**src/rtl/data_ram_writer_pkg.sv**
```systemverilog
// data_ram_pkg: shared sizes, writer state encoding and bank one-hot decode for the feature-map loader.
package data_ram_pkg;
  localparam int DW = 8;
  localparam int RAM_NUM = 32;
  localparam int RAM_SIZE = 32;
  localparam int ADDR_DW = $clog2(RAM_SIZE);
  localparam int CNT_W = ADDR_DW + 1;
  localparam logic [CNT_W-1:0] NUM_MAX = CNT_W'(RAM_NUM);
  localparam logic [CNT_W-1:0] SIZE_MAX = CNT_W'(RAM_SIZE);
  typedef enum logic [1:0] {IDLE, LOAD, PAD, DONE} wr_state_e;
  function automatic logic [RAM_NUM-1:0] bank_sel(input logic [CNT_W-1:0] c);
    return {{(RAM_NUM-1){1'b0}}, 1'b1} << c;
  endfunction
endpackage

```
**src/rtl/data_ram_writer_if.sv**
```systemverilog
// data_ram_writer_if: control, pixel stream and bank write port of the feature-map loader.
interface data_ram_writer_if;
  import data_ram_pkg::*;
  logic start;
  logic [CNT_W-1:0] img_width;
  logic [CNT_W-1:0] img_height;
  logic in_valid;
  logic [DW-1:0] in_data;
  logic in_ready;
  logic [RAM_NUM-1:0] wr_en;
  logic [ADDR_DW-1:0] wr_addr;
  logic [DW-1:0] wr_data;
  logic busy;
  logic done;
  logic cfg_err;
  modport master (
    output start, img_width, img_height, in_valid, in_data,
    input in_ready, wr_en, wr_addr, wr_data, busy, done, cfg_err
  );
  modport slave (
    input start, img_width, img_height, in_valid, in_data,
    output in_ready, wr_en, wr_addr, wr_data, busy, done, cfg_err
  );
endinterface

```
**src/rtl/data_ram_writer_raster_counter.sv**
```systemverilog
// raster_counter: raster-order column/row counter with end-of-row and last-row flags.
module raster_counter
  import data_ram_pkg::*;
(
  input  logic clk,
  input  logic rst,
  input  logic clr,
  input  logic adv,
  input  logic [CNT_W-1:0] w,
  input  logic [CNT_W-1:0] h,
  output logic [CNT_W-1:0] col,
  output logic [ADDR_DW-1:0] row_addr,
  output logic eor,
  output logic row_last
);
  logic [CNT_W-1:0] row;
  assign eor = col == w - CNT_W'(1);
  assign row_last = row == h - CNT_W'(1);
  assign row_addr = row[ADDR_DW-1:0];
  always_ff @(posedge clk) begin
    if (rst || clr) begin
      col <= '0;
      row <= '0;
    end else if (adv) begin
      col <= eor ? '0 : col + CNT_W'(1);
      row <= eor ? row + CNT_W'(1) : row;
    end
  end
endmodule

```
**src/rtl/data_ram_writer.sv**
```systemverilog
// data_ram_writer: routes a raster pixel stream into per-column byte banks; DATA_RAM_WRITER_ZERO_PAD_EN zero-fills unused banks per row.
module data_ram_writer
  import data_ram_pkg::*;
(
  input logic clk,
  input logic rst,
  data_ram_writer_if.slave bus
);
  wr_state_e state;
  logic [CNT_W-1:0] w, h, col;
  logic [ADDR_DW-1:0] row_addr;
  logic eor, row_last, hs, bad, accept;
`ifdef DATA_RAM_WRITER_ZERO_PAD_EN
  logic [CNT_W-1:0] pad_col;
  logic pad_last;
`endif
  assign bad = bus.img_width == '0 || bus.img_width > NUM_MAX ||
               bus.img_height == '0 || bus.img_height > SIZE_MAX;
  assign accept = state == IDLE && bus.start && !bad;
  assign bus.in_ready = state == LOAD;
  assign bus.busy = state == LOAD || state == PAD;
  assign bus.done = state == DONE;
  assign hs = bus.in_valid && bus.in_ready;
  raster_counter u_cnt (
    .clk(clk),
    .rst(rst),
    .clr(accept),
    .adv(hs),
    .w(w),
    .h(h),
    .col(col),
    .row_addr(row_addr),
    .eor(eor),
    .row_last(row_last)
  );
  always_ff @(posedge clk) begin
    if (rst) begin
      state <= IDLE;
      w <= '0;
      h <= '0;
      bus.wr_en <= '0;
      bus.wr_addr <= '0;
      bus.wr_data <= '0;
      bus.cfg_err <= 1'b0;
`ifdef DATA_RAM_WRITER_ZERO_PAD_EN
      pad_col <= '0;
      pad_last <= 1'b0;
`endif
    end else begin
      bus.wr_en <= hs ? bank_sel(col) : '0;
      bus.cfg_err <= state == IDLE && bus.start && bad;
      if (hs) begin
        bus.wr_addr <= row_addr;
        bus.wr_data <= bus.in_data;
      end
      if (accept) begin
        w <= bus.img_width;
        h <= bus.img_height;
        state <= LOAD;
      end
`ifdef DATA_RAM_WRITER_ZERO_PAD_EN
      if (hs && eor && w != NUM_MAX) begin
        state <= PAD;
        pad_col <= w;
        pad_last <= row_last;
      end else if (hs && eor && row_last) state <= DONE;
      // wr_addr still holds the row just completed, so pads land on that row
      if (state == PAD) begin
        bus.wr_en <= bank_sel(pad_col);
        bus.wr_data <= '0;
        pad_col <= pad_col + CNT_W'(1);
        if (pad_col == NUM_MAX - CNT_W'(1)) state <= pad_last ? DONE : LOAD;
      end
`else
      if (hs && eor && row_last) state <= DONE;
`endif
      if (state == DONE) state <= IDLE;
    end
  end
endmodule

```
**src/flat_wrapper.sv**
```systemverilog
// flat-port wrapper written by rule: the top's interface ports become plain ports
module data_ram_writer_flat import data_ram_pkg::*;
  (clk, rst, bus_start, bus_img_width, bus_img_height, bus_in_valid, bus_in_data, bus_in_ready, bus_wr_en, bus_wr_addr, bus_wr_data, bus_busy, bus_done, bus_cfg_err);
  data_ram_writer_if bus_i ();
  input logic clk;
  input logic rst;
  input wire logic [$bits(bus_i.start)-1:0] bus_start;
  input wire logic [$bits(bus_i.img_width)-1:0] bus_img_width;
  input wire logic [$bits(bus_i.img_height)-1:0] bus_img_height;
  input wire logic [$bits(bus_i.in_valid)-1:0] bus_in_valid;
  input wire logic [$bits(bus_i.in_data)-1:0] bus_in_data;
  output wire logic [$bits(bus_i.in_ready)-1:0] bus_in_ready;
  output wire logic [$bits(bus_i.wr_en)-1:0] bus_wr_en;
  output wire logic [$bits(bus_i.wr_addr)-1:0] bus_wr_addr;
  output wire logic [$bits(bus_i.wr_data)-1:0] bus_wr_data;
  output wire logic [$bits(bus_i.busy)-1:0] bus_busy;
  output wire logic [$bits(bus_i.done)-1:0] bus_done;
  output wire logic [$bits(bus_i.cfg_err)-1:0] bus_cfg_err;
  assign bus_i.start = bus_start;
  assign bus_i.img_width = bus_img_width;
  assign bus_i.img_height = bus_img_height;
  assign bus_i.in_valid = bus_in_valid;
  assign bus_i.in_data = bus_in_data;
  assign bus_in_ready = bus_i.in_ready;
  assign bus_wr_en = bus_i.wr_en;
  assign bus_wr_addr = bus_i.wr_addr;
  assign bus_wr_data = bus_i.wr_data;
  assign bus_busy = bus_i.busy;
  assign bus_done = bus_i.done;
  assign bus_cfg_err = bus_i.cfg_err;
  data_ram_writer u_core (.clk(clk), .rst(rst), .bus(bus_i));
endmodule
```
**config.mk**
```make
export PLATFORM = sky130hd
export DESIGN_NAME = data_ram_writer_flat
export DESIGN_NICKNAME = d
export VERILOG_FILES = /design/src/rtl/data_ram_writer_pkg.sv /design/src/rtl/data_ram_writer_if.sv /design/src/rtl/data_ram_writer_raster_counter.sv /design/src/rtl/data_ram_writer.sv /design/src/flat_wrapper.sv
export SDC_FILE = /design/constraint.sdc
export NUM_CORES = 1
export LEC_CHECK = 0
export BUFFER_PORTS_ARGS = -buffer_cell sky130_fd_sc_hd__buf_2
export CAP_MARGIN = 20
export CORE_ASPECT_RATIO = 0.8
export CORE_UTILIZATION = 30
export DETAILED_ROUTE_END_ITERATION = 6
export SLEW_MARGIN = 20
export SYNTH_ARGS = -nofsm -noshare
export SYNTH_HDL_FRONTEND = slang
export SYNTH_SLANG_ARGS = --single-unit
export TNS_END_PERCENT = 5
```
**constraint.sdc**
```tcl
create_clock -name clk -period 3.4 [get_ports clk]
set_clock_uncertainty 0.05 [all_clocks]
set_input_delay 0.51 -clock clk [delete_from_list [all_inputs] [get_ports clk]]
set_output_delay 0.51 -clock clk [all_outputs]
set_load 0.01 [all_outputs]
```
* Word level (Yosys, flattened, before mapping)
Cells that the tools add are included.
Widths: inputs -> output; s select.
** Word-level totals
- Register bits after elaboration :: 72
- Input port bits :: 24
- Output and inout port bits :: 49
** Operators by class
- $add $sub $neg :: 4
- $lt $le $gt $ge :: 2
- Shifts and indexed selects :: 1
- Equality and inequality tests :: 5
- Reductions and logical operators :: 19
- Muxes and demuxes :: 3
- Bitwise gates (word level) :: 1
** Operators with widths (count)
- $shl 1x6->32 const A :: 1
- $add 6x1->6 const B :: 2
- $eq 6x6->1 :: 2
- $gt 6x6->1 const B :: 2
- $logic_not 6->1 :: 2
- $sub 6x1->6 const B :: 2
- $logic_and 1x1->1 :: 6
- $mux 6 :: 1
- $logic_or 1x1->1 :: 5
- $eq 2x2->1 const B :: 2
- $mux 2 :: 2
- $reduce_or 2->1 :: 2
- $eq 2x1->1 const B :: 1
- $logic_not 2->1 :: 1
- $reduce_and 2->1 :: 1
- $reduce_bool 2->1 :: 1
- $logic_not 1->1 :: 1
- $not 1->1 :: 1

* Longest topological paths before layout
Gate-level depths: netlist of run 1.
- Depth after elaboration :: 8
- Gate-level depth with buffers :: 8
- Mapped depth without buffers :: 7

* Hierarchy
Synthesis of run 1 repeated with hierarchy kept, for this count alone.
** Unflattened totals
- Cell total of the unflattened synthesis :: 341
- Area, all modules :: 3021.6 µm²
** By module, submodules not included
- data_ram_writer :: area an instance 2042.0 µm², seq. area each 1201.2 µm², cells each 221, times used 1
- raster_counter :: area an instance 979.7 µm², seq. area each 240.2 µm², cells each 120, times used 1

* Worst setup path after synthesis of run 1
No wires, ideal clock.
- Path type :: in2reg
- Start :: input port bus_img_width[1]
- End :: register u_core.u_cnt.row[3]
- Setup time :: 0.072 ns
- Required time :: 3.278 ns
- Arrival :: 2.035 ns
- Path slack :: 1.244 ns
- Cell stages on the path :: 6
- Path through :: or4_1 > or3_1 > and4_4 > buf_6 > a211o_1 > mux2i_1
** Between the ends
- Cells in the longest elaborated chain, start to end :: 7
- Elaborated cells on any way between the ends :: 8
- Classes of those cells :: order compare (1); reduce/logical (7)
** RTL lines
- from (decl) :: RTL line flat_wrapper.sv:8 : input wire logic [$bits(bus_i.img_width)-1:0] bus_img_width;
- $gt 6x6->1 / $logic_not 6->1 (equally long branches) :: RTL line data_ram_writer.sv:17 : assign bad = bus.img_width == '0 || bus.img_width > NUM_MAX ||
- $logic_or 1x1->1 (*) (2 in series) :: RTL line data_ram_writer.sv:17
- $logic_or 1x1->1 (*) :: RTL line data_ram_writer.sv:18 : bus.img_height == '0 || bus.img_height > SIZE_MAX;
- $logic_not 1->1 (*) :: RTL line data_ram_writer.sv:19 : assign accept = state == IDLE && bus.start && !bad;
- $logic_and 1x1->1 (*) :: RTL line data_ram_writer.sv:19
- $logic_or 1x1->1 (*) :: RTL line data_ram_writer_raster_counter.sv:21 : if (rst || clr) begin
- to (signal assigned) :: RTL line data_ram_writer_raster_counter.sv:26 : row <= eor ? row + CNT_W'(1) : row;
- to (decl) :: RTL line data_ram_writer_raster_counter.sv:16 : logic [CNT_W-1:0] row;
Mark *: on every way between the ends. The rest lies on a longest branch, timed or not.
A chain may end at the register's enable or synchronous reset.

* Worst setup path after layout of run 1
- Start :: register u_core.w[0]
- End :: register u_core.state[0]
** Between the ends
- Cells in the longest elaborated chain, start to end :: 5
- Elaborated cells on any way between the ends :: 6
- Classes of those cells :: add/sub (1); eq/ne (1); mux (1); reduce/logical (3)
** RTL lines
- from (decl) :: RTL line data_ram_writer.sv:10 : logic [CNT_W-1:0] w, h, col;
- from (signal assigned) :: RTL line data_ram_writer.sv:57 : w <= bus.img_width;
- $sub 6x1->6 (*) :: RTL line data_ram_writer_raster_counter.sv:17 : assign eor = col == w - CNT_W'(1);
- $eq 6x6->1 (*) :: RTL line data_ram_writer_raster_counter.sv:17
- $logic_and 1x1->1 (*) (2 in series) :: RTL line data_ram_writer.sv:75 : if (hs && eor && row_last) state <= DONE;
- $mux 2 / $reduce_bool 2->1 (equally long branches)
- to (signal assigned) :: RTL line data_ram_writer.sv:59 : state <= LOAD;
- to (signal assigned) :: RTL line data_ram_writer.sv:75
- to (signal assigned) :: RTL line data_ram_writer.sv:77 : if (state == DONE) state <= IDLE;
- to (decl) :: RTL line data_ram_writer.sv:9 : wr_state_e state;
Marked as above.

==> flow_summary.yaml, run 1 <==
timing:
  drv_slew: 0
  timing.final.hold_violations: 0
  finalCriticalPeriod_ps: 2410
  timing.final.setup_violations: 0
  timing.fmax_mhz: 414
  post-route-period-util: 0.710
  rsz0062_at_grt: "false"
  whs_ps: 365
  setup_tns_ps: 0
  timing.max_slew.rel_slack: 0.479
  postLayoutSetupSlackWorst_ps: 987
  slew_at_the_pin_closest_to_its_max_slew_limit_ps: 774
hold_path:
  hold_path.class: "in2reg"
drt:
  first_pass_iters: 4
  postRouteWirelength_um: 7570
  number_of_nets_with_antenna_violations_after_detailed_routing: 0
  drcViolationCount: 0
  first_iter_violations: 146
  via_per_inst: 4.82
  vias: 2705
  routed_wire_length_per_instance_um: 13.5
die:
  initial_utilization: 0.312
  die_width_um: 114
  count_of_boundary_i_o_pins: 73
  rows: 32
  fp.coreArea_mm2: 0.00973
  dieArea_mm2: 0.0105
  floorplan.die.height_um: 92.0
cells_and_area:
  share_of_final_layout_standard_cells_stronger_than_drive_strength_1: 0.233
  finish.cell_count_without_fillers: 561
  flow.area_growth_from_synthesis_pct: 27.0
  nets: 456
  fillerInstances: 995
  utilization: 0.396
  layout.area.seq_mm2: 0.00144
  antenna_cells_inserted: 0
  multi_input_gate_area_mm2: 0.00147
  final_cell_area_mm2: 0.00385
setup_path:
  rrSetupSlack_ps: 990
  cpPeakStageDelay_ps: 530
  cp.required_ps: 3590
  arrival_ps: 2610
  crit_path_end_kind: "flop"
  timing.critical_path.slowest_stage_cell: "sky130_fd_sc_hd__or4_1"
  worst-path-max-fanout: 14
  worstSetupPathType: "reg2reg"
  critPathLaunchType: "flop"
  path_cells: "or4_1 > o21ai_0 > nand4_1 > or2_2 > o32ai_1"
power:
  ir_drop_v: 0.000374
  design_power_total_mw: 2.08
  p_per_cell_area_mw_per_mm2: 539
  leakagePower_nw: 1.54
grt:
  grt_pass1_wl_um: 12500
  grt_max_degree: 36
  overflow_left_after_global_routing: 0
  globalRouteMet2Util: 0.233
  grt_use_met3: 0.0482
  via_count_of_the_first_global_routing_pass: 2564
  track_usage: 0.154
  grt.busiest_layer: "met2"
  grt_use_met1: 0.198
  number_of_antenna_violations_at_the_first_check_in_global_routing: 0
placed_design:
  dp.final_hpwl_um: 5280
  numPlacedInstances: 545
  place.gp.congestion: 0.745
  total_of_buffers_placed_on_input_and_output_ports: 72
  area_of_placed_instances_mm2: 0.00350
  pre_cts_ws_ps: 927
logic_synthesis:
  synth.ff_latch_count: 72
  post_synth.cell_area_avg_um2: 8.53
  synthDistinctLibCells: 36
  synth-seq-area-share: 0.475
  post_synth_inst_count: 356
  ys_warn_count: 0
  synthesis.nets: 392
  syn_area_mm2: 0.00304
clock_network:
  cts-resized-gates: 0
  clk-insertion-delay-late_ps: 330
  postCtsHoldBufs: 0
  setup_repair_bufs_after_cts: 0
  clock_sinks: 72
  cts_max_level: 3
  cts_buffers: 9
  clock_tree.buffer_depth: 2
  clock_tree_from_tritoncts: "built"
  clkSlewWorstSetupHoldPaths_ps: 60
  root_buffer: "sky130_fd_sc_hd__clkbuf_16"
flow_run:
  maxCapViolations: 0
run_status:
  status: "finished, final reports clean"
-- power breakdown --
group	internal, mW	switching [mW]
registers	0.854	0.00932
clock network	0.740	0.356
logic	0.0462	0.0738
total	1.64	0.440
-- critical path: cells and delay by family (launching register included) --
kind             cells  cell delay, ps
AND/OR/NAND/NOR      3            1510
AO/OA/AOI/OAI        2             420
flip-flops           1             340
-- path summary, 6_finish.rpt --
kind | from | to | cells after the start
setup / recovery | u_core.w[0] | u_core.state[0] | 5
hold / removal | bus_in_data[1] | u_core.bus.wr_data[1] | 3
setup reg to reg | u_core.w[0] | u_core.state[0] | 5
hold reg to reg | u_core.bus.wr_addr[1] | u_core.bus.wr_addr[1] | 2
-- sequential cells by signal (all words and copies together) (netlist names) --
name and cells:
u_core.bus.cfg_err 1, u_core.u_cnt.row 6, u_core.h 6, u_core.bus.wr_en 32
u_core.bus.wr_data 8, u_core.w 6, u_core.state 2, u_core.u_cnt.col 6
u_core.bus.wr_addr 5
-- cell usage after synthesis, drive strengths merged --
library cell / count / area [µm²]
dfxtp: 72 / 1440
nand2: 50 / 188
nor2: 37 / 139
a21oi: 30 / 150
o21ai: 18 / 90.1
nand3: 15 / 75.1
clkbuf: 12 / 45.0
ha: 12 / 150
o211ai: 12 / 90.1
buf: 10 / 51.3
inv: 10 / 37.5
nor3: 10 / 55.1
xnor2: 10 / 87.6
a211o: 6 / 52.6
mux2i: 6 / 60.1
a31oi: 4 / 25.0
and2: 4 / 25.0
nand2b: 4 / 25.0
nand4: 4 / 25.0
nor4: 4 / 25.0
or2: 4 / 25.0
or3: 4 / 25.0
xor2: 4 / 35.0
or4: 3 / 22.5
nor2b: 2 / 12.5
o31ai: 2 / 15.0
a221oi: 1 / 8.76
a41oi: 1 / 8.76
and3b: 1 / 8.76
and4: 1 / 11.3
o21ba: 1 / 10.0
o22ai: 1 / 6.26
o32ai: 1 / 8.76
-- per-layer routing --
| layer | share of wire | vias up |
|---|---|---|
| li1 | - | 1353 |
| met1 | 0.47 | 1245 |
| met2 | 0.45 | 95 |
| met3 | 0.058 | 12 |
| met4 | 0.018 | 0 |
| met5 | 0 | - |
-- placed cells by master (no fill, tap or decap), types with 4 or more instances in the layout --
cell and n:
sky130_fd_sc_hd__buf_2 72, sky130_fd_sc_hd__dfxtp_1 72, sky130_fd_sc_hd__nand2_1 50, sky130_fd_sc_hd__nor2_1 37
sky130_fd_sc_hd__a21oi_1 30, sky130_fd_sc_hd__o21ai_0 18, sky130_fd_sc_hd__nand3_1 15, sky130_fd_sc_hd__o211ai_1 12
sky130_fd_sc_hd__ha_1 12, sky130_fd_sc_hd__inv_1 10, sky130_fd_sc_hd__xnor2_1 10, sky130_fd_sc_hd__nor3_1 9
sky130_fd_sc_hd__clkbuf_16 9, sky130_fd_sc_hd__a211o_1 6, sky130_fd_sc_hd__mux2i_1 6, sky130_fd_sc_hd__and2_1 4
sky130_fd_sc_hd__nand2b_1 4, sky130_fd_sc_hd__or2_2 4, sky130_fd_sc_hd__nor4_1 4, sky130_fd_sc_hd__xor2_1 4
sky130_fd_sc_hd__or3_1 4, sky130_fd_sc_hd__nand4_1 4, sky130_fd_sc_hd__a31oi_1 4
-- cell families (layout without fill, tap and decap cells) --
logic type,Yosys count,count (layout),share of synthesized area
xor gates and xnor gates,14,14,0.0404
DFF,72,72,0.475
buffers and inverters,32,101,0.0441
and+or+nand+nor,143,143,0.218
muxes,6,6,0.0198
adders and majority gates,12,12,0.0495
AOI/OAI and AO/OA,77,77,0.153
-- area by class of cell --
| class | instances | share of cell area |
|---|---|---|
| tap | 136 | 0.0441 |
| clock inverter | 6 | 0.0302 |
| inverter | 10 | 0.00974 |
| sequential | 72 | 0.374 |
| timing repair buffer | 75 | 0.0993 |
| multi-input combinational | 252 | 0.381 |
| clock buffer | 10 | 0.0620 |
Power figures use the tool's default switching activity.
==> inputs of run 2 (changes only) <==
clock period = 1.9 ns   (was 3.4 ns; I/O delays follow)
==> run 2 against run 1 <==
  * Combinational power up 120%
  * Sequential cell count did not move
  * Hold slack lost 230 ps
  * Final area grew 6.8%
  * Clock power grew 80%
  * The flow now finishes with violations (setup timing)
  * Worst setup slack worse by 1100 ps
  * Sequential power up 78%
  * Sequential share of layout area shrank 2.3 points
  * Total power up 82%
  * Utilization increased by 2.7 points
==> flow_summary.yaml, run 2 (synthesis gave the netlist of run 1 again) <==
run_status:
  status: "finished, violations left"
  failed_checks: "setup timing"
placed_design:
  pre_cts_ws_ps: -340
  total_of_buffers_placed_on_input_and_output_ports: 72
  area_of_placed_instances_mm2: 0.00367
  place.gp.congestion: 0.789
  dp.final_hpwl_um: 5380
timing:
  postLayoutSetupSlackWorst_ps: -89.3
  timing.max_slew.rel_slack: 0.536
  finalCriticalPeriod_ps: 1990
  drv_slew: 0
  timing.final.hold_violations: 0
  timing.final.setup_violations: 11
  slew_at_the_pin_closest_to_its_max_slew_limit_ps: 696
  rsz0062_at_grt: "true"
  timing.fmax_mhz: 503
  post-route-period-util: 1.05
  setup_tns_ps: -560
grt:
  overflow_left_after_global_routing: 0
  grt_max_degree: 28
  track_usage: 0.155
  via_count_of_the_first_global_routing_pass: 2647
  number_of_antenna_violations_at_the_first_check_in_global_routing: 0
  grt_pass1_wl_um: 12700
power:
  leakagePower_nw: 1.68
  power.sequential.fraction: 0.407
  p_per_cell_area_mw_per_mm2: 919
  switching_fraction_of_total_power: 0.217
  total_switching_power_mw: 0.819
  power_frac_comb: 0.069
  intPower_mw: 2.96
  clock_power_share: 0.524
  ir_drop_v: 0.000487
  design_power_total_mw: 3.78
drt:
  vias: 2768
  number_of_nets_with_antenna_violations_after_detailed_routing: 0
  first_iter_violations: 138
  first_pass_iters: 4
  via_per_inst: 4.75
  routed_wire_length_per_instance_um: 13.0
  drcViolationCount: 0
  postRouteWirelength_um: 7580
die:
  rows: 32
  die_width_um: 114
  dieArea_mm2: 0.0105
  count_of_boundary_i_o_pins: 73
  fp.coreArea_mm2: 0.00973
  initial_utilization: 0.312
  floorplan.die.height_um: 92.0
clock_network:
  cts_max_level: 3
  clk-insertion-delay-late_ps: 330
  clock_tree.buffer_depth: 2
  clock_tree_from_tritoncts: "built"
  cts_buffers: 9
  postCtsHoldBufs: 0
  clkSlewWorstSetupHoldPaths_ps: 60
  clock_sinks: 72
  root_buffer: "sky130_fd_sc_hd__clkbuf_16"
cells_and_area:
  largest_register_ff_count: 32
  antenna_cells_inserted: 0
  mostFrequentLayoutCell: "sky130_fd_sc_hd__buf_2"
  flow.area_growth_from_synthesis_pct: 35.6
  share_of_final_layout_standard_cells_stronger_than_drive_strength_1: 0.291
  layout.cells.most_common_list: "sky130_fd_sc_hd__buf_2 (72), sky130_fd_sc_hd__dfxtp_1 (70), sky130_fd_sc_hd__nand2_1 (50)"
  final_cell_area_mm2: 0.00412
  largest_register: "u_core.bus.wr_en"
  layout_top_registers: "u_core.bus.wr_en: 32 flops, u_core.bus.wr_data: 8 flops"
  nets: 478
setup_path:
  worstSetupPathType: "reg2reg"
  critPathLaunchType: "flop"
  worst-path-max-fanout: 8
  cp.required_ps: 2110
  arrival_ps: 2200
  path_common_cell: "sky130_fd_sc_hd__buf_6"
  timing.critical_path.max_delay_family: "simple AND/OR/NAND/NOR gates"
  path_cells: "or4_4 > or3_1 > nand4_1 > buf_6 > buf_6 > o211ai_1 > a31oi_1"
  timing.critical_path.slowest_stage_cell: "sky130_fd_sc_hd__or4_4"
  cpPeakStageDelay_ps: 530
  crit_path_end_kind: "flop"
  critical_path.n_buffers_inverters: 2
hold_path:
  hold_path.class: "in2reg"
flow_run:
  maxCapViolations: 0
run 2: changes by cell type in the layout (fill, tap and decap cells not counted), moves of 2 or more:
cell,previous run,this run
sky130_fd_sc_hd__dfxtp_1,72,70
sky130_fd_sc_hd__nor4_1,4,1
sky130_fd_sc_hd__nor4_2,0,2
sky130_fd_sc_hd__buf_4,3,21
sky130_fd_sc_hd__dfxtp_2,0,2
sky130_fd_sc_hd__clkinv_4,3,1
sky130_fd_sc_hd__buf_6,0,3
run 2: path summary, 6_finish.rpt:
check | from | end | slack [ps] | cells after the start
worst min register to register | u_core.bus.wr_addr[2] | u_core.bus.wr_addr[2] | 400 | 2
worst min-delay path | bus_in_data[6] | u_core.bus.wr_data[6] | 140 | 3
worst max-delay path | u_core.w[0] | u_core.u_cnt.col[5] | -90 | 7
worst max register to register | u_core.w[0] | u_core.u_cnt.col[5] | -90 | 7
run 2: worst min-delay path: stages:
cell,delay (ps)
sky130_fd_sc_hd__buf_2,90
sky130_fd_sc_hd__nand2_1,40
sky130_fd_sc_hd__a21oi_1,50
run 2: stage by stage:
| step | utilization | std cells | hold slack [ps] |
|---|---|---|---|
| 2_1_floorplan | - | 356 | 371 |
| 4_1_cts | 0.421 | 583 | 131 |
| 6_report | 0.423 | 583 | 139 |
| 3_3_place_gp | 0.378 | 567 | 391 |
| 5_1_grt | 0.423 | 583 | 136 |
| 3_5_place_dp | 0.378 | 567 | 394 |
run 2: what timing repair did:
item	4_1_cts	5_1_grt
pin swaps	9	1
buffers inserted	0	0
gates resized for setup	13	4
endpoints found under the setup margin	14	14
run 2: layer usage:
layer	global-route usage	vias up	share of wire
li1	-	1396	-
met1	0.204	1270	0.47
met2	0.242	88	0.46
met3	0.0364	14	0.052
met4	0.0671	0	0.020
met5	0	-	0
run 2: cell type report:
type	instances	area, µm²
Tap cell	136	170
Timing Repair Buffer	97	572
Inverter	10	37.5
Clock buffer	10	239
Fill cell	969	5610
Sequential cell	72	1440
Multi-Input combinational cell	252	1540
Clock inverter	6	115
run 2: power by group through the flow:
stage | registers (mW) | logic [mW] | clock network, mW
finish | 1.54 | 0.261 | 1.98
floorplan | 1.57 | 0.148 | 0
detailed placement | 1.57 | 0.241 | 0
global placement | 1.57 | 0.238 | 0
CTS | 1.54 | 0.255 | 2.02
global route | 1.54 | 0.291 | 2.08
